$ cat config.mk
export PLATFORM = sky130hd
export DESIGN_NAME = apb_rr_arbiter
export DESIGN_NICKNAME = d
export VERILOG_FILES = /design/src/rtl/apb_pkg.sv /design/src/rtl/rr_pick.sv /design/src/rtl/apb_rr_arbiter.sv
export SDC_FILE = /design/constraint.sdc
export NUM_CORES = 1
export LEC_CHECK = 0
export ABC_AREA = 1
export BUFFER_PORTS_ARGS = -buffer_cell sky130_fd_sc_hd__buf_4
export CORE_AREA = 2 2 195 197
export CTS_CLUSTER_SIZE = 40
export DETAILED_ROUTE_END_ITERATION = 10
export DIE_AREA = 0 0 197 199
export SYNTH_ARGS = -nofsm -noshare
export SYNTH_HDL_FRONTEND = slang
export SYNTH_SLANG_ARGS = --single-unit
export TNS_END_PERCENT = 10
$ cat constraint.sdc
create_clock -name clk -period 3 [get_ports clk]
set_input_delay 0.9 -clock clk [delete_from_list [all_inputs] [get_ports clk]]
set_output_delay 0.9 -clock clk [all_outputs]
set_load 0.01 [all_outputs]
$ cat src/rtl/apb_pkg.sv
// Shared APB request/response types and the arbiter FSM state encoding.
package apb_pkg;

  typedef struct packed {
    logic [31:0] paddr;
    logic        pwrite;
    logic [31:0] pwdata;
  } apb_req_t;

  typedef struct packed {
    logic [31:0] prdata;
    logic        pslverr;
  } apb_resp_t;

  typedef enum logic [1:0] {
    ARB_IDLE   = 2'd0,
    ARB_SETUP  = 2'd1,
    ARB_ACCESS = 2'd2
  } apb_arb_state_e;

  // Index width for n requesters, never below one bit.
  function automatic int idx_w(input int n);
    return (n > 1) ? $clog2(n) : 1;
  endfunction

endpackage

$ cat src/rtl/rr_pick.sv
// Round-robin pick: first set request searching upward from i_last+1, wrapping modulo N.
module rr_pick #(
  parameter int N  = 4,
  parameter int IW = apb_pkg::idx_w(N)
) (
  input  logic [N-1:0]  i_req,
  input  logic [IW-1:0] i_last,
  output logic [IW-1:0] o_idx,
  output logic          o_valid
);

  int   w_c;
  logic w_found;

  always_comb begin
    o_idx   = '0;
    w_found = 1'b0;
    w_c     = 0;
    for (int k = 1; k <= N; k++) begin
      w_c = (int'(i_last) + k) % N;
      if (!w_found && i_req[IW'(w_c)]) begin
        o_idx   = IW'(w_c);
        w_found = 1'b1;
      end
    end
    o_valid = w_found;
  end

endmodule

$ cat src/rtl/apb_rr_arbiter.sv
// Shares one APB subordinate among CPU_NB managers with a round-robin grant
// decided in IDLE and held through SETUP/ACCESS.
module apb_rr_arbiter
  import apb_pkg::*;
#(
  parameter int CPU_NB = 4
) (
  input  logic                   clk,
  input  logic                   rst,
  input  apb_req_t  [CPU_NB-1:0] i_apb_s_req,
  output apb_resp_t [CPU_NB-1:0] o_apb_s_resp,
  input  logic      [CPU_NB-1:0] i_apb_s_psel,
  input  logic      [CPU_NB-1:0] i_apb_s_penable,
  output logic      [CPU_NB-1:0] o_apb_s_pready,
  output apb_req_t               o_apb_m_req,
  input  apb_resp_t              i_apb_m_resp,
  output logic                   o_apb_m_psel,
  output logic                   o_apb_m_penable,
  input  logic                   i_apb_m_pready
);

  localparam int IW = idx_w(CPU_NB);

  apb_arb_state_e r_state;
  logic [IW-1:0]  r_grant;
  logic [IW-1:0]  r_last;
  logic [IW-1:0]  w_pick_idx;
  logic           w_pick_vld;
  logic           w_done;

  rr_pick #(.N(CPU_NB), .IW(IW)) u_pick (
    .i_req   (i_apb_s_psel),
    .i_last  (r_last),
    .o_idx   (w_pick_idx),
    .o_valid (w_pick_vld)
  );

  assign w_done = (r_state == ARB_ACCESS) && i_apb_m_pready;

  always_ff @(posedge clk) begin
    if (rst) begin
      r_state <= ARB_IDLE;
      r_grant <= '0;
      r_last  <= IW'(CPU_NB - 1);
    end else begin
      case (r_state)
        ARB_IDLE: if (w_pick_vld) begin
          r_grant <= w_pick_idx;
          r_state <= ARB_SETUP;
        end
        ARB_SETUP: r_state <= ARB_ACCESS;
        ARB_ACCESS: if (w_done) begin
          r_last  <= r_grant;
          r_state <= ARB_IDLE;
        end
        default: r_state <= ARB_IDLE;
      endcase
    end
  end

  // Outputs forced low while rst is high so an aborted transfer never leaks a pready.
  always_comb begin
    o_apb_m_psel    = 1'b0;
    o_apb_m_penable = 1'b0;
    o_apb_m_req     = '0;
    o_apb_s_pready  = '0;
    o_apb_s_resp    = '0;
    if (!rst && r_state != ARB_IDLE) begin
      o_apb_m_psel    = 1'b1;
      o_apb_m_penable = (r_state == ARB_ACCESS);
      o_apb_m_req     = i_apb_s_req[r_grant];
      // A manager that abandoned its select still completes downstream but gets no ready.
      if (w_done && i_apb_s_psel[r_grant]) begin
        o_apb_s_pready[r_grant] = 1'b1;
        o_apb_s_resp[r_grant]   = i_apb_m_resp;
      end
    end
  end

  for (genvar k = 0; k < CPU_NB; k++) begin : g_pen_chk
    a_pen_needs_sel: assert property (@(posedge clk) disable iff (rst)
      i_apb_s_penable[k] |-> i_apb_s_psel[k]);
  end

endmodule
---- Yosys cells after proc, flatten, opt, wreduce, memory -nomap -nowiden ----
Cells that the tools add are included.
word-level totals
  output and inout port bits .............. 203
  logic and storage cells ................. 72
  register bits after elaboration ......... 6
cells by class
  $add $sub $neg .......................... 4
  bitwise gates (word level) .............. 1
  muxes and demuxes ....................... 38
  equality and inequality tests ........... 4
  order comparisons ....................... 6
  reduce and logical (&&, ||, !) cells .... 16
operator list
  cell                                                                   number
  132-bit 2-to-1 mux                                                     2
  132-bit AND                                                            1
  65-bit binary-select mux with 2-bit select                             1
  65-bit 2-to-1 mux                                                      2
  33-bit demux with 2-bit select                                         1
  33-bit 2-to-1 mux                                                      1
  2-bit by 4-bit < comparator with 1-bit output, second input constant   4
  1-bit 2-to-1 mux                                                       16
  2-bit 2-to-1 mux                                                       6
  1-bit binary-select mux with 2-bit select                              5
  4-bit 2-to-1 mux                                                       2
  1-bit logical AND                                                      7
  2-bit one-hot mux with 3 select lines                                  1
  2-bit AND reduction                                                    3
  2-bit by 1-bit adder with 2-bit output, second input constant          2
  2-bit adder, second input constant                                     2
  1-bit logical NOT                                                      4
  2-bit by 3-bit < comparator with 1-bit output, second input constant   1
  1-bit demux with 2-bit select                                          1
  2-bit by 1-bit equality test with 1-bit output, second input constant  1
  2-bit equality test, second input constant                             1
  2-bit by 1-bit >= comparator with 1-bit output, second input constant  1
  2-bit logical NOT                                                      1
  2-bit by 1-bit != test with 1-bit output, second input constant        1
  other kinds (2)                                                        2

---- Longest topological paths before layout ----
Gate-level depths: netlist of the first run.
  depth in word-level cells ............... 16
  depth in mapped cells ................... 12
  depth with buffers taken out ............ 11

---- Cells and area by module ----
A second synthesis of the first run with hierarchy kept.
second synthesis, totals
  cell total of the unflattened synthesis .. 841
  area, all modules ....................... 3428.3 sq um
modules (own cells, without submodules)
  module          area each (sq um)  cells an instance  instances  seq. area each (sq um)
  apb_rr_arbiter  3156.8             789                1          120.1
  rr_pick         271.5              52                 1          0.0

---- Least setup slack after synthesis of the first run ----
No wires, ideal clock.
  path kind ............................... input -> output
  from .................................... input port i_apb_m_pready
  to ...................................... output port o_apb_s_resp[24] in the netlist's numbering
  arrival time ............................ 1.981 ns
  path slack .............................. 0.119 ns
  stages .................................. 5
  path buffers ............................ 1
  path through ............................ clkinv_1 -> nor3_2 -> nand3_2 -> buf_2 -> nor2_1
RTL lines
  item         RTL line              text
  from (decl)  apb_rr_arbiter.sv:19  input logic i_apb_m_pready
  to (decl)    apb_rr_arbiter.sv:11  output apb_resp_t [CPU_NB-1:0] o_apb_s_resp,

==> results of run 1 <==
-- cell usage after synthesis, drive strengths merged --
master / number
a21oi: 1
a22oi: 66
a31oi: 65
buf: 26
clkbuf: 38
clkinv: 2
dfxtp: 6
inv: 51
nand2: 47
nand3: 140
nand4: 4
nor2: 144
nor3: 1
o211ai: 2
o221ai: 1
-- critical path, cell delays in order --
cell,delay [ns]
buf_4,0.13
a22oi_2,0.22
o221ai_4,0.17
buf_4,0.17
nand3_2,0.07
buf_12,0.20
nor2_1,0.07
buf_4,0.15
-- sequential cells by signal (all words and copies together), names as in the netlist --
signal,flops
r_grant,2
r_last,2
r_state,2
-- per-layer routing --
| layer | share of wire (%) | track usage [%] | vias up |
|---|---|---|---|
| li1 | - | - | 3044 |
| met1 | 41 | 15.99 | 3000 |
| met2 | 49 | 21.66 | 430 |
| met3 | 7.3 | 1.373 | 33 |
| met4 | 2.5 | 2.896 | 0 |
| met5 | 0 | 0 | - |
-- power breakdown --
| part | switching, mW | total (mW) | leakage (nW) | internal (mW) |
|---|---|---|---|---|
| Combinational | 1.13 | 2.00 | 3.86 | 0.869 |
| Sequential | 0.0336 | 0.131 | 0.0508 | 0.0974 |
| Clock | 0.0494 | 0.226 | 0.0382 | 0.177 |
| Total | 1.22 | 2.36 | 3.95 | 1.14 |
-- kinds of logic after synthesis --
family,count (synthesis)
AO/OA/AOI/OAI,135
buffers and inverters,117
flip-flops,6
AND/OR/NAND/NOR,336
-- layout make-up --
class,instances,share of cell area [%]
Tap cell,474,7.531
Multi-Input combinational cell,471,32.92
Clock buffer,4,1.001
Sequential cell,6,1.621
Inverter,53,2.526
Timing Repair Buffer,538,54.40
-- timing repair --
| action | 4_1_cts | 5_1_grt |
|---|---|---|
| gates resized for setup | 3 | 48 |
| gates cloned | 0 | 4 |
| buffers inserted | 0 | 5 |
| pin swaps | 0 | 3 |
| setup endpoints to repair | 3 | 110 |
-- worst max path at each step --
| stage | end | depth (start not counted) | slack, ns | from |
|---|---|---|---|---|
| 4_1_cts | o_apb_m_req[5] | 6 | 0.006 | rst |
| 5_1_grt | o_apb_s_resp[108] | 7 | -0.07 | r_grant[1] |
| 3_5_place_dp | o_apb_m_req[7] | 6 | -0.02 | rst |
| 6_report | o_apb_s_resp[8] | 8 | -0.0003 | i_apb_s_psel[0] |
| 3_3_place_gp | o_apb_m_req[6] | 6 | -0.01 | rst |
| 2_1_floorplan | o_apb_s_resp[24] | 5 | 0.12 | i_apb_m_pready |
==> results.toml, run 1 <==
[placed_design]
dp_cells = 1533
post_dp_cell_area_sq_mm = 0.007517
dpl_worst_slack_ns = -0.02009
post-dp-hpwl_um = 22420
gp_congestion = 0.8524
io_buffers = 502

[detailed_routing]
route.detailed.drc = 0
drt_iter0_drc = 473
ant_nets = 0
routed_wirelength_um = 27750
vias_per_cell = 4.209
drt_first_pass_iters = 4
vias = 6507
drt-wirelength-per-cell_um = 17.95

[global_routing]
grt_first_pass_wirelength_um = 36470
grt_antenna_before_repair = 0
grt_usage_pct = 12.29
grt_start_max_net_pins = 64
gr-total-overflow = 0
grt_pass1_vias = 5790

[worst_setup_path]
cp-start-kind = "input port"
timing.rr.end = "r_grant[0]"
end_kind = "primary output"
reg2reg_depth = 11
worstSetupPathType = "input port to primary output"
critPathMaxFanout = 34
worstReg2RegStart = "r_last[0]"
r2r_setup_slack_ns = 1.36
worstPathArrival_ns = 2.10
cp.required_ns = 2.10

[sta]
setup_total_negative_slack_ns = -0.0003586
setup_violations = 2
fin_crit_ns = 3.000
worstMarginPinSlew_ns = 0.4522
rsz0062_at_grt = "true"
slew_violations = 0
whs_ns = 0.4818
fmax_mhz = 333.3
skew_ns = 0.004234
max-slew-margin-rel_pct = 69.82
fin_ws_ns = -0.0003422
period_share_pct = 100.0
hold_violations = 0

[power]
powerDensity_mw_per_mm2 = 299.7
vdd_drop_max_mv = 0.1875
power_mw = 2.360
p_leak_nw = 3.947

[synthesis]
synth-simple-area-share_pct = 49.02
synth_compound_area_share_pct = 31.10
ys_types = 23
ys_seq_elements = 6
synth.area.mux_share_pct = 0
synth_area_leaders = "nand3_1 23%, nor2_1 18%, a22oi_1 16%, a31oi_1 13%, nand2_1 5.6%"
synth_top_family_by_area = "simple AND/OR/NAND/NOR gates"
synth_xor_area_share_pct = 0
syn_inst = 594
yosysTopAreaCellShare_pct = 22.53
synth_area_sq_mm = 0.003065
synth_nets = 898
avgSynthCellArea_sq_um = 5.161
synthAdderAreaFrac_pct = 0
synth.yosys.seq_area_share_pct = 3.918
ys_warn_count = 0
yosysTopAreaCell = "nand3_1"

[hold_path]
holdPathStages = 1
min_to = "r_state[1]"
worstHoldStart = "r_state[1]"
min_path_type = "register to register"

[clock_network]
clk_pin_slew_worst_paths_ns = 0.03
cts_tree = "done"
cts_htree_levels = 1
cts_buffer_depth = 2
cts.sinks = 6
cts_buffers = 3
cts_hold_buffers = 0
clockRootBuffer = "clkbuf_16"
clk-insertion-delay-late_ns = 0.23

[layout]
instances_no_fill = 1546
fin_nets = 1377
final_util_pct = 21.21
multi_input_area_sq_mm = 0.002592
final_area_sq_mm = 0.007875
area_delta_synth_final_pct = 156.9
layout_commonest_cell = "buf_4"
mostFrequentLayoutCells = "514 x buf_4, 138 x nand3_1, 108 x nor2_1, 65 x a22oi_1, 63 x a31oi_1"
drive_above_1_share_pct = 55.88
register_area_sq_um = 127.6
n_antenna_cell = 0
fill_cells = 4133

[floorplan]
start_util_pct = 8.255
core-area_sq_mm = 0.03713
die_w_um = 197
dieArea_sq_mm = 0.03920
rows = 71
fp.dieH_um = 199
ios = 507

[flow_run]
maxCapViolCount = 0

[outcome]
status = "finished, violations left"
violations = "negative setup slack"
Note: power is estimated with default switching activity, not from simulation.
==> run 2, diff against run 1 <==
--- a/config.mk
+++ b/config.mk
@@ -11,6 +11,7 @@
 export CTS_CLUSTER_SIZE = 40
 export DETAILED_ROUTE_END_ITERATION = 10
 export DIE_AREA = 0 0 197 199
+export SKIP_LAST_GASP = 1
 export SYNTH_ARGS = -nofsm -noshare
 export SYNTH_HDL_FRONTEND = slang
 export SYNTH_SLANG_ARGS = --single-unit
==> run 2 against run 1 <==
Against the previous run:
- the run still ends with negative setup slack left
- flip-flop and latch count unchanged
- final cell count unchanged
- combinational power about the same
- global-route usage about the same
- critical endpoint is now o_apb_m_req[6]
==> results.toml, run 2 (synthesized netlist as in run 1, its figures left out) <==
[global_routing]
gr-total-overflow = 0
grt_usage_pct = 12.29
grt_pass1_vias = 5788
grt_start_max_net_pins = 64
grt_first_pass_wirelength_um = 36450
grt_antenna_before_repair = 0

[detailed_routing]
routed_wirelength_um = 27740
vias = 6499
top_layer = "met4"
drt-wirelength-per-cell_um = 17.95
drt_iter0_drc = 501
drt_first_pass_iters = 6
ant_nets = 0
met2WireLength_um = 13650
wl_met3_um = 2043
vias_per_cell = 4.204
route.detailed.drc = 0
wl_met1_um = 11450

[clock_network]
cts_tree = "done"
cts_hold_buffers = 0
cts.sinks = 6
cts_buffers = 3
clk-insertion-delay-late_ns = 0.23
cts_buffer_depth = 2
cts_htree_levels = 1
clockRootBuffer = "clkbuf_16"
clk_pin_slew_worst_paths_ns = 0.03

[sta]
fin_crit_ns = 3.022
max-slew-margin-rel_pct = 70.45
slew_violations = 0
worstMarginPinSlew_ns = 0.4428
period_share_pct = 100.7
rsz0062_at_grt = "true"
fin_ws_ns = -0.02246
fmax_mhz = 330.9
skew_ns = 0.004239
setup_violations = 2
hold_violations = 0

[floorplan]
dieArea_sq_mm = 0.03920
rows = 71
core-area_sq_mm = 0.03713
die_w_um = 197
fp.dieH_um = 199
start_util_pct = 8.255
ios = 507

[power]
clkPwrFrac_pct = 9.6
powerDensity_mw_per_mm2 = 302.8
combPwrFrac_pct = 84.8
seq_power_share_pct = 5.6
vdd_drop_max_mv = 0.1850
p_sw_mw = 1.215
sw_frac_of_total_pct = 51.56
intPower_mw = 1.142
p_leak_nw = 3.952

[placed_design]
io_buffers = 502
dpl_worst_slack_ns = -0.02009
gp_congestion = 0.8524
dp_cells = 1533
post-dp-hpwl_um = 22420

[layout]
area_delta_synth_final_pct = 153.9
final_util_pct = 20.96
layout_commonest_cell = "buf_4"
drive_above_1_share_pct = 53.54
reg.largest.list = "r_grant: 2 flops, r_last: 2 flops, r_state: 2 flops"
instances_no_fill = 1546
n_antenna_cell = 0
mostFrequentLayoutCells = "517 x buf_4, 138 x nand3_1, 132 x nor2_1, 65 x a22oi_1, 64 x a31oi_1"
fin_nets = 1377

[worst_setup_path]
worstPathArrival_ns = 2.12
cp-start-kind = "input port"
worstSetupPathType = "input port to primary output"
end_kind = "primary output"
critPathMaxFanout = 15
cp.required_ns = 2.10

[flow_run]
maxCapViolCount = 0

[outcome]
violations = "negative setup slack"
status = "finished, violations left"

[hold_path]
min_path_type = "register to register"
==> run 2: power by group through the flow <==
stage	clock (mW)	combinational, mW	sequential [mW]
final	0.226	2.00	0.131
after global routing	0.231	2.14	0.136
after CTS	0.228	1.98	0.132
after detailed placement	0	1.98	0.133
after global placement	0	1.96	0.133
after floorplan	0	0.967	0.103
==> run 2: final cells by class <==
class                   count  area (sq um)
repair buffers            538          4273
fillers                  4149         29350
multi-input cells         471          2511
inverters                  53         198.9
flip-flops and latches      6         127.6
well taps                 474         593.1
clock buffers               4         78.83
==> run 2: worst paths after layout <==
kind,from,endpoint,slack (ns),cells past startpoint
worst max-delay path,rst,o_apb_m_req[6],-0.02,6
worst max register to register,r_last[0],r_grant[0],1.36,11
worst min-delay path,r_state[1],r_state[1],0.48,1
worst min register to register,r_state[1],r_state[1],0.48,1
==> run 2: timing repair <==
action,in CTS,in global routing
pin swaps,0,3
setup buffers,0,5
setup endpoints to repair,3,111
resized for setup,1,19
cloned,0,4
==> run 2: critical path, cell delays in order <==
cell and delay [ns]:
buf_4 0.13, nor2_1 0.23, inv_2 0.17, buf_4 0.24, a31oi_1 0.26, buf_4 0.18
==> run 2: metrics by stage <==
step                      hold slack, ns  setup TNS, ns  total power [mW]  cell area (sq um)
after floorplan                   0.4307              0             1.070               3065
after global placement            0.4443       -0.01009             2.097               7517
after detailed placement          0.4720       -0.03487             2.111               7517
after CTS                         0.4765       -0.01739             2.344               7602
after global routing              0.4895         -3.475             2.511               7782
final                             0.4820       -0.03927             2.357               7782
==> run 2: routing by layer <==
metal  up-vias  track usage, %
li1       3047               -
met1      3010           15.97
met2       413           21.66
met3        29           1.373
met4         0           2.896
met5         -               0
==> run 3, diff against run 2 <==
--- a/config.mk
+++ b/config.mk
@@ -6,7 +6,7 @@
 export NUM_CORES = 1
 export LEC_CHECK = 0
 export ABC_AREA = 1
-export BUFFER_PORTS_ARGS = -buffer_cell sky130_fd_sc_hd__buf_4
+export BUFFER_PORTS_ARGS = -buffer_cell sky130_fd_sc_hd__buf_2
 export CORE_AREA = 2 2 195 197
 export CTS_CLUSTER_SIZE = 40
 export DETAILED_ROUTE_END_ITERATION = 10
==> run 3 against run 2 <==
Against the previous run:
- the run now ends clean
- maximum frequency is 1.9% higher
- via count is 0.43% higher
- setup slack better by 0.056 ns
- clock skew is 0.0017 ns lower
- combinational power is 14% lower
- sequential share of layout area is 0.38 points higher
- critical path type unchanged
- highest routed layer is now met5
==> results.toml, run 3 (synthesized netlist as in run 1, its figures left out) <==
[sta]
max-slew-margin-rel_pct = 66.75
period_share_pct = 98.88
fin_ws_ns = 0.03372
setup_total_negative_slack_ns = 0
hold_violations = 0
fmax_mhz = 337.1
worstMarginPinSlew_ns = 0.4987
rsz0062_at_grt = "true"
setup_violations = 0
slew_violations = 0
skew_ns = 0.002564
whs_ns = 0.4649
fin_crit_ns = 2.966

[detailed_routing]
route.detailed.drc = 0
ant_nets = 0
vias = 6527
drt_iter0_drc = 533
drt_first_pass_iters = 7
vias_per_cell = 4.238
routed_wirelength_um = 25210
drt-wirelength-per-cell_um = 16.37

[flow_run]
maxCapViolCount = 0

[clock_network]
cts_tree = "done"
ctsResizeCount = 0
cts.sinks = 6
clk-insertion-delay-late_ns = 0.23
cts_htree_levels = 1
clockRootBuffer = "clkbuf_16"
cts_buffers = 3
cts_buffer_depth = 2
clk_pin_slew_worst_paths_ns = 0.03

[global_routing]
grt_first_pass_wirelength_um = 32630
gr-total-overflow = 0
grt_usage_pct = 11.23
grt_pass1_vias = 5511
grt_start_max_net_pins = 77
grt_antenna_before_repair = 11

[floorplan]
dieArea_sq_mm = 0.03920
ios = 507
die_w_um = 197
start_util_pct = 8.255
core-area_sq_mm = 0.03713
fp.dieH_um = 199
rows = 71

[layout]
register_area_sq_um = 127.6
area_delta_synth_final_pct = 105.7
reg.largest.list = "r_grant: 2 flops, r_last: 2 flops, r_state: 2 flops"
drive_above_1_share_pct = 52.07
final_util_pct = 16.98
instances_no_fill = 1540
multi_input_area_sq_mm = 0.002464
layout_commonest_cell = "buf_2"
fill_cells = 4351
fin_nets = 1370
mostFrequentLayoutCells = "502 x buf_2, 142 x nor2_1, 138 x nand3_1, 65 x a22oi_1, 65 x a31oi_1"
final_area_sq_mm = 0.006306

[placed_design]
io_buffers = 502
post-dp-hpwl_um = 21670
dp_cells = 1532
post_dp_cell_area_sq_mm = 0.006203
dpl_worst_slack_ns = 0.04808
gp_congestion = 0.8690

[hold_path]
holdPathStages = 1
worstHoldStart = "r_state[1]"
min_to = "r_state[1]"
min_path_type = "register to register"

[worst_setup_path]
worstReg2RegStart = "r_last[0]"
timing.rr.end = "r_grant[1]"
end_kind = "primary output"
reg2reg_depth = 11
worstPathArrival_ns = 2.07
cp.required_ns = 2.10
r2r_setup_slack_ns = 1.35
worstSetupPathType = "input port to primary output"
cp-start-kind = "input port"
critPathMaxFanout = 31

[outcome]
status = "finished, final reports clean"

[power]
vdd_drop_max_mv = 0.3089
power_mw = 2.069
powerDensity_mw_per_mm2 = 328.1
p_leak_nw = 3.617
## run 3: cell count changes in the layout (fill, tap and decap cells not counted), moves of 2 or more
cell / before / now
nor2_4: 4 / 2
buf_2: 0 / 502
nor2_2: 8 / 0
buf_4: 517 / 20
clkbuf_16: 6 / 3
inv_2: 10 / 8
diode_2: 0 / 2
nor2_1: 132 / 142
buf_12: 13 / 9
buf_6: 5 / 0
## run 3: worst max-delay path by stage
stage,depth (start not counted),slack [ns],from,endpoint
2_1_floorplan,5,0.12,i_apb_m_pready,o_apb_s_resp[24]
3_3_place_gp,6,0.07,rst,o_apb_m_req[32]
3_5_place_dp,8,0.05,i_apb_m_pready,o_apb_s_resp[67]
4_1_cts,8,0.04,i_apb_m_pready,o_apb_s_resp[67]
5_1_grt,8,-0.05,i_apb_m_pready,o_apb_s_resp[67]
6_report,6,0.03,rst,o_apb_m_req[32]
## run 3: area by class of cell
type	instances	area share (%)
Tap cell	474	9.405
Inverter	53	3.155
Clock buffer	3	1.190
Multi-Input combinational cell	471	39.07
Sequential cell	6	2.024
Antenna cell	2	0.07937
Timing Repair Buffer	531	45.08
## run 3: repair_timing
action	in CTS	in global routing
hold endpoints to repair	0	0
hold buffers	0	0
setup endpoints to repair	0	58
buffers inserted	0	3
## run 3: metal layers
| metal | global-route usage (%) | share of wire (%) | vias up |
|---|---|---|---|
| li1 | - | - | 3036 |
| met1 | 12.50 | 37 | 2909 |
| met2 | 19.40 | 46 | 496 |
| met3 | 3.340 | 11 | 70 |
| met4 | 5.792 | 5.1 | 16 |
| met5 | 0 | 0.40 | - |
## run 3: power by group
group | switching (mW) | internal (mW)
Combinational | 1.09 | 0.638
Clock | 0.0410 | 0.171
Sequential | 0.0369 | 0.0975
## run 3: worst max-delay path, cell delays in order
cell     delay, ns
buf_2         0.13
nor2_1        0.17
inv_2         0.21
buf_12        0.23
a31oi_1       0.22
buf_2         0.18
